<file path="src/rtl/fifo_rd_burst_drain_pkg.sv">
// Shared types and sizing helpers for the read-side burst drain.
package fifo_drain_pkg;

    typedef enum logic [1:0] {
        IDLE = 2'd0,
        RUN  = 2'd1,
        STOP = 2'd2
    } drain_state_e;

    localparam int DEF_BURST_LEN = 16;
    localparam int BEAT_W        = $clog2(DEF_BURST_LEN);

    // Beat index width for an arbitrary burst length (>= 2).
    function automatic int beat_w_f(input int burst_len);
        return (burst_len <= 2) ? 1 : $clog2(burst_len);
    endfunction

endpackage

</file>
<file path="src/rtl/fifo_rd_burst_drain_if.sv">
// FIFO read port plus the outgoing valid/ready stream.
// master = the drain block, slave = FIFO/stream environment.
interface fifo_rd_burst_drain_if #(
    parameter int DATA_SIZE = 12
);
    logic                 rinc;
    logic                 rEmpty;
    logic [DATA_SIZE-1:0] rData;
    logic [DATA_SIZE-1:0] out_data;
    logic                 out_valid;
    logic                 out_ready;
    logic                 out_last;

    modport master (
        output rinc,
        input  rEmpty,
        input  rData,
        output out_data,
        output out_valid,
        output out_last,
        input  out_ready
    );

    modport slave (
        input  rinc,
        output rEmpty,
        output rData,
        input  out_data,
        input  out_valid,
        input  out_last,
        output out_ready
    );
endinterface

</file>
<file path="src/rtl/fifo_rd_burst_drain_skid_buf2.sv">
// Two-entry prefetch buffer between the FIFO read port and the stream.
// Push and pop in the same cycle leave occupancy unchanged.
module skid_buf2 #(
    parameter int DATA_SIZE = 12
) (
    input  logic                 rclk,
    input  logic                 rrst,
    input  logic                 push_i,
    input  logic [DATA_SIZE-1:0] din_i,
    input  logic                 pop_i,
    output logic [DATA_SIZE-1:0] dout_o,
    output logic [1:0]           occ_o
);

    logic [DATA_SIZE-1:0] mem_q [2];
    logic                 wp_q, rp_q;
    logic [1:0]           occ_q, occ_d;
    logic                 push_ok, pop_ok;

    // Guard against overflow/underflow even if the caller misbehaves.
    assign push_ok = push_i && (occ_q != 2'd2);
    assign pop_ok  = pop_i  && (occ_q != 2'd0);
    assign dout_o  = mem_q[rp_q];
    assign occ_o   = occ_q;

    // Occupancy next-state from the push/pop pair.
    always_comb begin
        occ_d = occ_q;
        if (push_ok && !pop_ok)
            occ_d = occ_q + 2'd1;
        else if (!push_ok && pop_ok)
            occ_d = occ_q - 2'd1;
    end

    // Storage, pointers and occupancy; reset discards buffered words.
    always_ff @(posedge rclk or posedge rrst) begin
        if (rrst) begin
            mem_q[0] <= '0;
            mem_q[1] <= '0;
            wp_q     <= 1'b0;
            rp_q     <= 1'b0;
            occ_q    <= 2'd0;
        end else begin
            if (push_ok) begin
                mem_q[wp_q] <= din_i;
                wp_q        <= ~wp_q;
            end
            if (pop_ok)
                rp_q <= ~rp_q;
            occ_q <= occ_d;
        end
    end

endmodule

</file>
<file path="src/rtl/fifo_rd_burst_drain.sv">
// Read-domain FIFO consumer: prefetches through a 2-entry buffer, frames
// the stream into fixed-length bursts and only stops on a burst boundary.
import fifo_drain_pkg::*;

module fifo_rd_burst_drain #(
    parameter int DATA_SIZE = 12,
    parameter int BURST_LEN = 16,
    parameter int CNT_W     = 16
) (
    input  logic                        rclk,
    input  logic                        rrst,
    input  logic                        en,
    output logic [CNT_W-1:0]            burst_cnt,
    output logic                        busy,
    fifo_rd_burst_drain_if.master       bus
);

    localparam int BW = beat_w_f(BURST_LEN);

    drain_state_e         state_q, state_d;
    logic [BW-1:0]        beat_q, beat_d;
    logic [CNT_W-1:0]     bcnt_q, bcnt_d;

    logic [1:0]           occ;
    logic [DATA_SIZE-1:0] head;
    logic                 pop_allow, rinc, fire, out_valid, last_beat;
    logic                 at_boundary, burst_full;
    logic [BW:0]          pops_pending;

    // Words already committed to the current burst: buffered + delivered.
    assign pops_pending = (BW+1)'(occ) + (BW+1)'(beat_q);
    assign burst_full   = pops_pending >= (BW+1)'(BURST_LEN);
    assign at_boundary  = (beat_q == '0) && (occ == 2'd0);

    // Pop depends only on registered state and rEmpty, never on out_ready.
    assign rinc      = !bus.rEmpty && (occ != 2'd2) && pop_allow;
    assign out_valid = (occ != 2'd0);
    assign last_beat = (beat_q == BW'(BURST_LEN - 1));
    assign fire      = out_valid && bus.out_ready;

    assign bus.rinc      = rinc;
    assign bus.out_valid = out_valid;
    assign bus.out_data  = head;
    assign bus.out_last  = out_valid && last_beat;
    assign burst_cnt     = bcnt_q;
    assign busy          = (state_q != IDLE) || (occ != 2'd0);

    skid_buf2 #(.DATA_SIZE(DATA_SIZE)) u_buf (
        .rclk   (rclk),
        .rrst   (rrst),
        .push_i (rinc),
        .din_i  (bus.rData),
        .pop_i  (fire),
        .dout_o (head),
        .occ_o  (occ)
    );

    // Enable/stop FSM: next state and pop permission.
    always_comb begin
        state_d   = state_q;
        pop_allow = 1'b0;
        case (state_q)
            IDLE: begin
                if (en)
                    state_d = RUN;
            end
            RUN: begin
                pop_allow = 1'b1;
                if (!en)
                    state_d = STOP;
            end
            STOP: begin
                // Only fetch what the open burst still needs.
                pop_allow = !at_boundary && !burst_full;
                if (en)
                    state_d = RUN;
                else if (at_boundary)
                    state_d = IDLE;
            end
            default: state_d = IDLE;
        endcase
    end

    // Beat index and completed-burst counter advance on each fire.
    always_comb begin
        beat_d = beat_q;
        bcnt_d = bcnt_q;
        if (fire) begin
            if (last_beat) begin
                beat_d = '0;
                bcnt_d = bcnt_q + 1'b1;
            end else begin
                beat_d = beat_q + 1'b1;
            end
        end
    end

    // State, beat and burst registers.
    always_ff @(posedge rclk or posedge rrst) begin
        if (rrst) begin
            state_q <= IDLE;
            beat_q  <= '0;
            bcnt_q  <= '0;
        end else begin
            state_q <= state_d;
            beat_q  <= beat_d;
            bcnt_q  <= bcnt_d;
        end
    end

endmodule

</file>
<file path="src/flat_wrapper.sv">
// flat-port wrapper written by rule: the top's interface ports become plain ports
module fifo_rd_burst_drain_flat 
#(
    parameter int DATA_SIZE = 12,
    parameter int BURST_LEN = 16,
    parameter int CNT_W     = 16
)
  (rclk, rrst, en, burst_cnt, busy, bus_rinc, bus_rEmpty, bus_rData, bus_out_data, bus_out_valid, bus_out_last, bus_out_ready);
  fifo_rd_burst_drain_if #(.DATA_SIZE(DATA_SIZE)) bus_i ();
  input  logic rclk;
  input  logic rrst;
  input  logic en;
  output logic [CNT_W-1:0] burst_cnt;
  output logic busy;
  output wire logic [$bits(bus_i.rinc)-1:0] bus_rinc;
  input wire logic [$bits(bus_i.rEmpty)-1:0] bus_rEmpty;
  input wire logic [$bits(bus_i.rData)-1:0] bus_rData;
  output wire logic [$bits(bus_i.out_data)-1:0] bus_out_data;
  output wire logic [$bits(bus_i.out_valid)-1:0] bus_out_valid;
  output wire logic [$bits(bus_i.out_last)-1:0] bus_out_last;
  input wire logic [$bits(bus_i.out_ready)-1:0] bus_out_ready;
  assign bus_rinc = bus_i.rinc;
  assign bus_i.rEmpty = bus_rEmpty;
  assign bus_i.rData = bus_rData;
  assign bus_out_data = bus_i.out_data;
  assign bus_out_valid = bus_i.out_valid;
  assign bus_out_last = bus_i.out_last;
  assign bus_i.out_ready = bus_out_ready;
  fifo_rd_burst_drain #(.DATA_SIZE(DATA_SIZE), .BURST_LEN(BURST_LEN), .CNT_W(CNT_W)) u_core (.rclk(rclk), .rrst(rrst), .en(en), .burst_cnt(burst_cnt), .busy(busy), .bus(bus_i));
endmodule
</file>
<file path="config.mk">
export PLATFORM = sky130hd
export DESIGN_NAME = fifo_rd_burst_drain_flat
export DESIGN_NICKNAME = d
export VERILOG_FILES = /design/src/rtl/fifo_rd_burst_drain_pkg.sv /design/src/rtl/fifo_rd_burst_drain_if.sv /design/src/rtl/fifo_rd_burst_drain_skid_buf2.sv /design/src/rtl/fifo_rd_burst_drain.sv /design/src/flat_wrapper.sv
export SDC_FILE = /design/constraint.sdc
export NUM_CORES = 1
export LEC_CHECK = 0
export CORE_AREA = 2 2 75 77
export CTS_CLUSTER_DIAMETER = 150
export DETAILED_ROUTE_END_ITERATION = 16
export DIE_AREA = 0 0 77 79
export GPL_TIMING_DRIVEN = 0
export PLACE_DENSITY = 0.85
export RECOVER_POWER = 25
export SYNTH_ARGS = -nofsm -noshare
export SYNTH_HDL_FRONTEND = slang
export SYNTH_SLANG_ARGS = --single-unit
</file>
<file path="constraint.sdc">
create_clock -name rclk -period 2.74 [get_ports rclk]
set_input_delay 0.548 -clock rclk [delete_from_list [all_inputs] [get_ports rclk]]
set_output_delay 0.548 -clock rclk [all_outputs]
set_load 0.02 [all_outputs]
</file>
==> metrics.md, run 1 <==
| Metric | Value |
|---|---|
| Post-DR vias/cell | a little over 5 |
| Die ar. | around 0.006 mm² |
| Finished Cell Area | roughly 0.0032 mm² |
| Worst EP required | between 2 and 2.5 ns |
| CTS Buf Count | 5 |
| Largest net degree at the start of global routing | 42 |
| Worst VDD drop | roughly 0.40 mV |
| CP max FO | 5 |
| Crit-path leading delay family | flip-flops |
| CTS hold repair buffers | 0 |
| CP arrival | a little over 2 ns |
| Area leader, netlist | dfrtp_1 |
| Seq/Total Area, Yosys | between 50% and 60% |
| Clk buf depth | 2 |
| Total GRT Usage | between 15 and 20% |
| Multiplexer area fraction after synthesis | a little under a fifth |
| DRC viols | 0 |
| Antenna cells | 0 |
| Slowest cell on the critical path | dfrtp_1 |
| Min Tclk post-route | 2.60 ns |
| Power density over cell area | between 900 and 1000 mW/mm² |
| Number of antenna violations at the first check in global routing | 0 |
| Starting Density | 46.4% |
| Post-synth EDFFs | 0 |
| Actual slew at the worst max-slew pin | between 0.9 and 1 ns |
| Row count | 27 |
| Synth Area in Adders | 4.55% |
| Avg Inst Size Synth | approximately 13 µm² |
| Total number of vias | ~1600 |
| Syn_nets | 217 |
| R2R depth | 8 |
| Detail Route Antenna Nets | 0 |
| Chip width | between 70 and 80 µm |
| Fin crit share | between 90% and 100% |
| Most frequent cells after synthesis | 50 x dfrtp_1, 24 x mux2_2, 17 x xnor2_1, 15 x nand2_1, 10 x mux2_4 |
| CP max stage delay | about 0.46 ns |
| CTS tree | done |
| Die Y | approximately 80 µm |
| Worst slew margin | roughly a third |
| Worst skew pair latency | 0.30 ns |
| Routability Congestion | approximately 0.73 |
| Hold_sp | u_core.burst_cnt[15]$_DFFE_PP0P_ |
| Synth area leaders | dfrtp_1 51%, mux2_2 11%, mux2_4 6.1%, xnor2_1 6.0%, ha_1 4.5% |
| Post-synth top area share | roughly 50% |
| Synth Cell Area | around 0.0025 mm² |
| Top_reg_cell synth | dfrtp_1 |
| Post-synthesis xor/xnor area fraction | ~7.4% |
| WS Path Type | reg2out |
| Buffers & Inverters on Critical Path | 1 |
| Simple-Gate Fraction of Synth Area | around a tenth |
| Placed cells | about 310 |
| Ports | just under 50 |
| Cells along the critical path | ha_1, a31oi_1, or3_4, o211a_1, dlygate4sd2_1 |
| Worst r2r src | u_core.u_buf.occ_o[1]$_DFFE_PP0P_ |
| Hold Crit Class | reg2reg |
| Dpl ws | 0.0327 ns |
| I/O Buffers | 48 |
| Crit path capture type | output port |
| H-tree lvl count | 2 |
| Largest family of logic cells by synthesized area | multiplexers |
| Clk pin slew, worst setup/hold paths | 0.10 ns |
| Core Area | 0.00534 mm² |
| Netlist cell types | 37 |
| Layout Skew | around 0.0061 ns |
| Worst setup SP type | register |
| Register-to-Register Setup Slack | 0.67 ns |
| Detailed Route WL | between 4000 and 5000 µm |
| Detailed-router iteration count before antenna repair | 4 |
| Count leader, synth | dfrtp_1 |
| Max Fclk | between 300 and 400 MHz |
| Vias in the first global route | about 1700 |
| Proportion of layout cells with a drive suffix above 1 | 22.0% |
| Final Util | roughly 59% |
| Cell count after synthesis | between 150 and 200 |
| Gr ovfl total | 0 |
| Clk sink count | 50 |
| Post-synth ARST share | 100% |
| Leakage | about 1.4 nW |
| RSZ-0062 raised after global routing | no |
| Area after DPL | slightly above 0.003 mm² |
| Ys Warns | 0 |
| Seq cells post-synth | 50 |
| First-pass GRT wire length | 8050 µm |
| Synth-to-Final Area Change | 27.6% |
| Final #Nets | 271 |
| Number of max-cap violations | 0 |
| Capturing point of the worst reg2reg path | u_core.u_buf.occ_o[1]$_DFFE_PP0P_ |
| Fin. max-slew vios | 0 |
| Drt wl/cell | between 10 and 15 µm |
| Synth Area in Compound Gates | roughly 6.3% |
| Root buffer cell | clkbuf_8 |
| Number of cells on the critical path | 5 |
| Final cell count without fillers | roughly 320 |
| Status | complete, no violations |
| Hpwl dp | about 3400 µm |
| Initial DRC Count | about 120 |
| WHS Path Cells | 1 |
| Worst Hold End | u_core.burst_cnt[15]$_DFFE_PP0P_ |
| Worst setup margin | between 0.1 and 0.15 ns |
| Setup violators final | 0 |
| Setup TNS | 0 ns |
| Endpoints failing hold | 0 |
==> cell families (layout without fill, tap and decap cells) <==
kind of cell               Yosys count  count (layout)
AOI/OAI and AO/OA                   17              17
xor gates and xnor gates            21              21
adders and majority gates            9               9
buffers and inverters               13              68
DFF                                 50              50
muxes                               37              37
and+or+nand+nor                     44              44
==> how the worst max path moves through the flow <==
| stage | start | end | slack (ns) |
|---|---|---|---|
| floorplan | u_core.state_q[1]$_DFFE_PP0P_ | u_core.u_buf.occ_o[1]$_DFFE_PP0P_ | 0.77 |
| global placement | rrst | u_core.u_buf.mem_q[2]$_DFFE_PP0P_ | 0.03 |
| detailed placement | bus_rEmpty | bus_rinc | 0.03 |
| CTS | u_core.state_q[1]$_DFFE_PP0P_ | bus_rinc | 0.05 |
| global route | u_core.beat_q[0]$_DFFE_PP0P_ | bus_out_last | 0.01 |
| finish | u_core.u_buf.occ_o[1]$_DFFE_PP0P_ | bus_rinc | 0.14 |
==> flip-flops by register name, summed over array words and instances (netlist names) <==
register	count
u_core.u_buf.mem_q	24
u_core.burst_cnt	16
u_core.beat_q	4
u_core.state_q	2
u_core.u_buf.occ_o	2
u_core.u_buf.rp_q	1
u_core.u_buf.wp_q	1
==> layout by cell type, fill, tap and decap left out, types with 3 or more instances in the layout <==
cell	netlist	final
and4_1	3	3
clkbuf_8	0	5
clkdlybuf4s50_1	0	46
dfrtp_1	50	50
ha_1	9	9
inv_1	8	8
mux2_1	3	3
mux2_2	24	24
mux2_4	10	10
nand2_1	15	15
nand3_1	5	5
nand4_1	7	7
nor2_1	6	6
o21ai_0	4	4
xnor2_1	17	17
xor2_1	4	4
==> report_power, final <==
group,internal [W],switching (W)
Combinational,0.000748,0.000607
Sequential,0.000987,0.000218
Clock,0.000279,0.000256
Total,0.00201,0.00108
==> final cells by class <==
| cell class | count | area (µm²) |
|---|---|---|
| inverters | 9 | 33.8 |
| multi-input cells | 128 | 1160 |
| flip-flops and latches | 50 | 1250 |
| well taps | 72 | 90.1 |
| clock buffers | 5 | 68.8 |
| clock inverters | 3 | 47.5 |
| fillers | 471 | 2180 |
| plain buffers | 2 | 22.5 |
| repair buffers | 49 | 484 |
==> what timing repair did <==
item | in CTS | in global routing
gates resized for setup | 1 | 0
setup endpoints to repair | 2 | 1
buffers inserted | 0 | 0
cloned | 0 | 0
==> per-stage QoR <==
stage               power [W]  hold slack, ns
detailed placement    0.00260           0.478
CTS                   0.00313           0.473
floorplan             0.00209           0.460
finish                0.00309           0.489
global placement      0.00253           0.470
global route          0.00330           0.507
==> metal layers <==
layer  vias to the layer above  share of wire [%]  global-route usage (%)  wire [µm]
met5                         -                  0                       0          0
met4                         0               0.52                    4.46         24
met3                         2                3.5                    3.75        164
met2                        35                 49                    28.1       2290
met1                       789                 47                    21.5       2160
li1                        779                  -                       -          -
Power figures use the tool's default switching activity.
==> run 2: changes to the inputs <==
==> constraint.sdc (replaced) <==
create_clock -name rclk -period 2.8 [get_ports rclk]
set_input_delay 0.56 -clock rclk [delete_from_list [all_inputs] [get_ports rclk]]
set_output_delay 0.56 -clock rclk [all_outputs]
set_load 0.02 [all_outputs]
==> metrics.md, run 2 (synthesized netlist as in run 1, its figures left out) <==
| Metric | Value |
|---|---|
| Status | complete, no violations |
| Crit-path leading delay family | buffers and inverters |
| Worst Hold End | u_core.burst_cnt[15]$_DFFE_PP0P_ |
| FILL cells | about 470 |
| Min Tclk post-route | ~2.7 ns |
| CP max FO | 8 |
| First-pass GRT wire length | roughly 8100 µm |
| Setup TNS | 0 ns |
| Number of antenna violations at the first check in global routing | 0 |
| Row count | 27 |
| Commonest non-fill, non-tap cell in the layout | dfrtp_1 |
| I/O Buffers | 48 |
| Worst EP required | approximately 2.2 ns |
| Worst r2r src | u_core.state_q[1]$_DFFE_PP0P_ |
| Actual slew at the worst max-slew pin | approximately 1 ns |
| Leakage | between 1 and 1.5 nW |
| Fin. max-slew vios | 0 |
| CTS Buf Count | 5 |
| WHS Path Cells | 1 |
| Number of max-cap violations | 0 |
| Starting Density | around 46% |
| Hold Crit Class | reg2reg |
| DRC viols | 0 |
| Die Y | 79 µm |
| Crit path capture type | output port |
| Register-to-Register Setup Slack | approximately 0.65 ns |
| Capturing point of the worst reg2reg path | u_core.u_buf.occ_o[1]$_DFFE_PP0P_ |
| Postcts setup bufs | 0 |
| Placed cells | 312 |
| Die ar. | approximately 0.0061 mm² |
| Clk buf depth | 2 |
| R2R depth | 9 |
| WS Path Type | reg2out |
| Most frequent cells in the layout | 50 x dfrtp_1, 46 x clkdlybuf4s50_1, 24 x mux2_2, 17 x xnor2_1, 15 x nand2_1 |
| Final #Nets | approximately 270 |
| Max Fclk | between 300 and 400 MHz |
| Worst setup SP type | register |
| Layout Skew | 0.00584 ns |
| Drt wl/cell | ~15 µm |
| Ports | 49 |
| Hpwl dp | 3420 µm |
| Synth-to-Final Area Change | 27.7% |
| Initial DRC Count | 115 |
| Worst slew margin | approximately a third |
| Total number of vias | ~1600 |
| Power density over cell area | 957 mW/mm² |
| Chip width | 77 µm |
| Cells along the critical path | inv_1, ha_1, clkbuf_1, or3_4, o211a_1, dlygate4sd2_1 |
| CP max stage delay | between 0.4 and 0.5 ns |
| Setup violators final | 0 |
| Detail Route Antenna Nets | 0 |
| Total GRT Usage | around 17% |
| Core Area | around 0.0053 mm² |
| Biggest register | u_core.u_buf.mem_q |
| Detailed Route WL | about 4600 µm |
| Root buffer cell | clkbuf_8 |
| Antenna cells | 0 |
| Largest net degree at the start of global routing | 42 |
| Buffers & Inverters on Critical Path | 3 |
| Worst VDD drop | between 0.3 and 0.4 mV |
| Slowest cell on the critical path | or3_4 |
| Endpoints failing hold | 0 |
| CP arrival | 2.13 ns |
| Vias in the first global route | between 1500 and 2000 |
| Hold_sp | u_core.burst_cnt[15]$_DFFE_PP0P_ |
| Worst skew pair latency | 0.30 ns |
| H-tree lvl count | 2 |
| Post-DR vias/cell | a little over 5 |
| Detailed-router iteration count before antenna repair | 5 |
| Max reg flops | 24 |
| Final cell count without fillers | approximately 320 |
| Gr ovfl total | 0 |
| Clk pin slew, worst setup/hold paths | about 0.1 ns |
| CTS hold repair buffers | 0 |
| Proportion of layout cells with a drive suffix above 1 | 21.9% |
| Fin crit share | 95.9% |
| Clk sink count | 50 |
| RSZ-0062 raised after global routing | no |
| CTS tree | done |
| Routability Congestion | 0.729 |
[run 2: routing by layer]
metal | track usage [%] | up-vias | wire length (µm) | share of wire [%]
met5 | 0 | - | 0 | 0
met4 | 4.46 | 0 | 24 | 0.52
met3 | 3.75 | 2 | 167 | 3.6
met2 | 28.2 | 37 | 2290 | 49
met1 | 21.6 | 798 | 2160 | 47
li1 | - | 782 | - | -
[run 2: how the worst max path moves through the flow]
stage | from | endpoint | slack (ns) | cells past startpoint
floorplan | u_core.state_q[1]$_DFFE_PP0P_ | u_core.u_buf.occ_o[1]$_DFFE_PP0P_ | 0.83 | 8
global placement | rrst | u_core.u_buf.mem_q[2]$_DFFE_PP0P_ | 0.08 | 2
detailed placement | bus_rEmpty | bus_rinc | 0.07 | 4
CTS | u_core.u_buf.rp_q$_DFFE_PP0P_ | bus_out_data[3] | 0.04 | 3
global route | u_core.state_q[1]$_DFFE_PP0P_ | bus_rinc | 0.006 | 6
finish | u_core.state_q[1]$_DFFE_PP0P_ | bus_rinc | 0.11 | 6
[run 2: through the flow]
step / hold slack (ns) / util [%] / power (W) / setup slack [ns] / cell area (µm²)
CTS: 0.485 / 59.6 / 0.00307 / 0.0400 / 3180
detailed placement: 0.478 / 57.5 / 0.00254 / 0.0687 / 3070
global route: 0.507 / 59.3 / 0.00323 / 0.00621 / 3160
global placement: 0.470 / 57.1 / 0.00247 / 0.0761 / 3050
finish: 0.489 / 59.3 / 0.00303 / 0.115 / 3160
floorplan: 0.460 / - / 0.00205 / 0.826 / 2480
[run 2: area by class of cell]
type | instances | area (µm²) | share of cell area (%)
Sequential cell | 50 | 1250 | 39.5
Multi-Input combinational cell | 128 | 1160 | 36.7
Timing Repair Buffer | 49 | 484 | 15.3
Tap cell | 72 | 90.1 | 2.85
Clock buffer | 5 | 68.8 | 2.17
Clock inverter | 3 | 47.5 | 1.50
Inverter | 9 | 33.8 | 1.07
Buffer | 3 | 26.3 | 0.830
[run 2: timing repair]
action                     in CTS  in global routing
setup endpoints to repair       1                  9
resized for setup               1                  0
hold endpoints to repair        0                  0
[run 2: power by group]
part	switching, W	internal [W]	leakage (nW)	total, W
sequential	0.000214	0.000966	0.645	0.00118
combinational	0.000596	0.000731	0.713	0.00133
clock	0.000250	0.000273	0.0591	0.000523
==> run 3: changes to the inputs <==
--- a/config.mk
+++ b/config.mk
@@ -12,6 +12,8 @@
 export GPL_TIMING_DRIVEN = 0
 export PLACE_DENSITY = 0.85
 export RECOVER_POWER = 25
+export REMOVE_ABC_BUFFERS = 1
 export SYNTH_ARGS = -nofsm -noshare
 export SYNTH_HDL_FRONTEND = slang
+export SYNTH_HIERARCHICAL = 1
 export SYNTH_SLANG_ARGS = --single-unit
==> metrics.md, run 3 <==
| Metric | Value |
|---|---|
| Actual slew at the worst max-slew pin | roughly 1.0 ns |
| Proportion of layout cells with a drive suffix above 1 | 23.9% |
| Number of antenna violations at the first check in global routing | 0 |
| Detailed-router iteration count before antenna repair | 4 |
| Post-synth ARST share | 100% |
| Min Tclk post-route | approximately 2.6 ns |
| Detailed Route WL | 4570 µm |
| Max Used Layer | met4 |
| Die Y | around 79 µm |
| Fin crit share | about 90% |
| Status | complete, no violations |
| Buffers & Inverters on Critical Path | 1 |
| Seq/Total Area, Yosys | 50.2% |
| Post-synth EDFFs | 0 |
| Tot Pwr | between 0.003 and 0.004 W |
| CP arrival | 2.02 ns |
| Hold Crit Class | reg2reg |
| Routability Congestion | 0.741 |
| Total GRT Usage | 16.2% |
| Top_reg_cell synth | dfrtp_1 |
| Total number of vias | between 1500 and 2000 |
| Crit-path leading delay family | flip-flops |
| Met2 Wirelength | between 2000 and 2500 µm |
| Register area | roughly 0.0013 mm² |
| Commonest non-fill, non-tap cell in the layout | dfrtp_1 |
| Row count | 27 |
| CTS tree | done |
| CP max FO | 7 |
| Max Fclk | just under 400 MHz |
| Cells along the critical path | ha_1, a31o_2, nand3_1, a21o_1, and4b_1, clkbuf_2 |
| WS Path Type | reg2out |
| Post-synthesis xor/xnor area fraction | 7.37% |
| Vias in the first global route | roughly 1600 |
| Clk pin slew, worst setup/hold paths | approximately 0.09 ns |
| FILL cells | between 400 and 500 |
| Synth Area in Compound Gates | around 3.2% |
| Fin. max-slew vios | 0 |
| Die ar. | between 0.006 and 0.007 mm² |
| RSZ-0062 raised after global routing | no |
| CTS Buf Count | 5 |
| Largest family of logic cells by synthesized area | multiplexers |
| Core Area | between 0.005 and 0.006 mm² |
| Crit path capture type | output port |
| Worst EP required | approximately 2.2 ns |
| Simple-Gate Fraction of Synth Area | between 10% and 20% |
| Met1 WL | slightly above 2000 µm |
| Starting Density | between 40% and 50% |
| Cell count after synthesis | roughly 190 |
| Final #Nets | 270 |
| Setup violators final | 0 |
| Post-DR vias/cell | approximately 5.0 |
| Setup TNS | 0 ns |
| Ys Warns | 6 |
| Synth Cell Area | about 0.0025 mm² |
| Synth Area in Adders | between 5 and 6% |
| Multiplexer area fraction after synthesis | a little under a fifth |
| Biggest register | u_core/u_buf/mem_q |
| Number of max-cap violations | 0 |
| Leakage | 1.41 nW |
| Synth area leaders | dfrtp_1 50%, mux2_2 13%, mux2_4 6.0%, ha_1 5.0%, xnor2_1 4.6% |
| Most frequent cells in the layout | 49 x dfrtp_1, 45 x clkdlybuf4s50_1, 29 x mux2_2, 13 x xnor2_1 |
| Met3 routed WL | about 240 µm |
| Area leader, netlist | dfrtp_1 |
| Chip width | approximately 77 µm |
| DRC viols | 0 |
| Worst setup SP type | register |
| Power density over cell area | 976 mW/mm² |
| Largest net degree at the start of global routing | 29 |
| Drt wl/cell | 14.5 µm |
| Worst skew pair latency | around 0.30 ns |
| Detail Route Antenna Nets | 0 |
| Seq cells post-synth | 50 |
| Post-synth top area share | between 50% and 60% |
| CP max stage delay | 0.48 ns |
| Layout Skew | around 0.012 ns |
| H-tree lvl count | 2 |
| Synth-to-Final Area Change | 25.0% |
| Initial DRC Count | 27 |
| Count leader, synth | dfrtp_1 |
| Worst VDD drop | roughly 0.43 mV |
| Clk buf depth | 2 |
| Worst slew margin | roughly 32% |
| Slowest cell on the critical path | dfrtp_2 |
| I/O Buffers | 48 |
| Avg Inst Size Synth | around 13 µm² |
| Antenna cells | 0 |
| Multi-input logic area | between 0.001 and 0.0015 mm² |
| Endpoints failing hold | 0 |
| Gr ovfl total | 0 |
| Max reg flops | 24 |
| Ports | between 40 and 50 |
| Clk sink count | 50 |
| Hpwl dp | roughly 3300 µm |
| First-pass GRT wire length | 7770 µm |
| Root buffer cell | clkbuf_8 |
| Netlist cell types | 35 |
| Most frequent cells after synthesis | 50 x dfrtp_1, 29 x mux2_2, 13 x xnor2_1 |
[run 3: worst paths after layout]
| kind | depth (start not counted) | end | start | slack, ns |
|---|---|---|---|---|
| min in group asynchronous | 2 | u_core/burst_cnt[13]$_DFFE_PP0P_ | rrst | 0.87 |
| setup reg to reg | 10 | u_core/u_buf/occ_o[1]$_DFFE_PP0P_ | u_core/u_buf/occ_o[1]$_DFFE_PP0P_ | 0.42 |
| hold reg to reg | 1 | u_core/burst_cnt[15]$_DFFE_PP0P_ | u_core/burst_cnt[15]$_DFFE_PP0P_ | 0.48 |
| hold / removal | 1 | u_core/burst_cnt[15]$_DFFE_PP0P_ | u_core/burst_cnt[15]$_DFFE_PP0P_ | 0.48 |
| max in group asynchronous | 2 | u_core/u_buf/occ_o[1]$_DFFE_PP0P_ | rrst | 1.17 |
| setup / recovery | 6 | bus_rinc | u_core/u_buf/occ_o[1]$_DFFE_PP0P_ | 0.22 |
[run 3: per-stage QoR]
stage               utilization (%)  std cells  instance area, µm²  setup WS, ns  hold WS (ns)
finish                         58.4        315                3120         0.217         0.485
detailed placement             56.5        308                3020        0.0551         0.485
floorplan                         -        188                2450         0.434         0.465
global route                   58.4        315                3120         0.127         0.517
CTS                            58.6        315                3130        0.0332         0.498
global placement               56.5        308                3020        0.0681         0.479
[run 3: logic make-up (layout without fill, tap and decap cells)]
family	Yosys count	in the layout
simple gates	46	46
compound gates	12	12
flops	50	50
buf+inv	14	65
mux	39	39
fa+ha+maj	10	10
xor+xnor	21	21
[run 3: area by class of cell]
type / instances / share of cell area, %
Tap cell: 72 / 2.89
Clock inverter: 2 / 1.24
Inverter: 10 / 1.20
Clock buffer: 5 / 2.21
Sequential cell: 50 / 40.2
Multi-Input combinational cell: 128 / 37.0
Timing Repair Buffer: 48 / 15.2
[run 3: timing repair]
item,CTS,global route
gates resized for setup,2,2
hold buffers,0,0
setup buffers,0,0
setup endpoints to repair,1,1
pin swaps,0,0
[run 3: power breakdown]
group	switching [W]	internal [W]
logic	0.000581	0.000770
registers	0.000225	0.000973
clock network	0.000231	0.000263
total	0.00104	0.00201
[run 3: metal layers]
metal	global-route usage, %	vias up
met3	4.43	6
met2	27.6	36
met5	0	-
met4	4.82	0
met1	20.4	776
li1	-	765
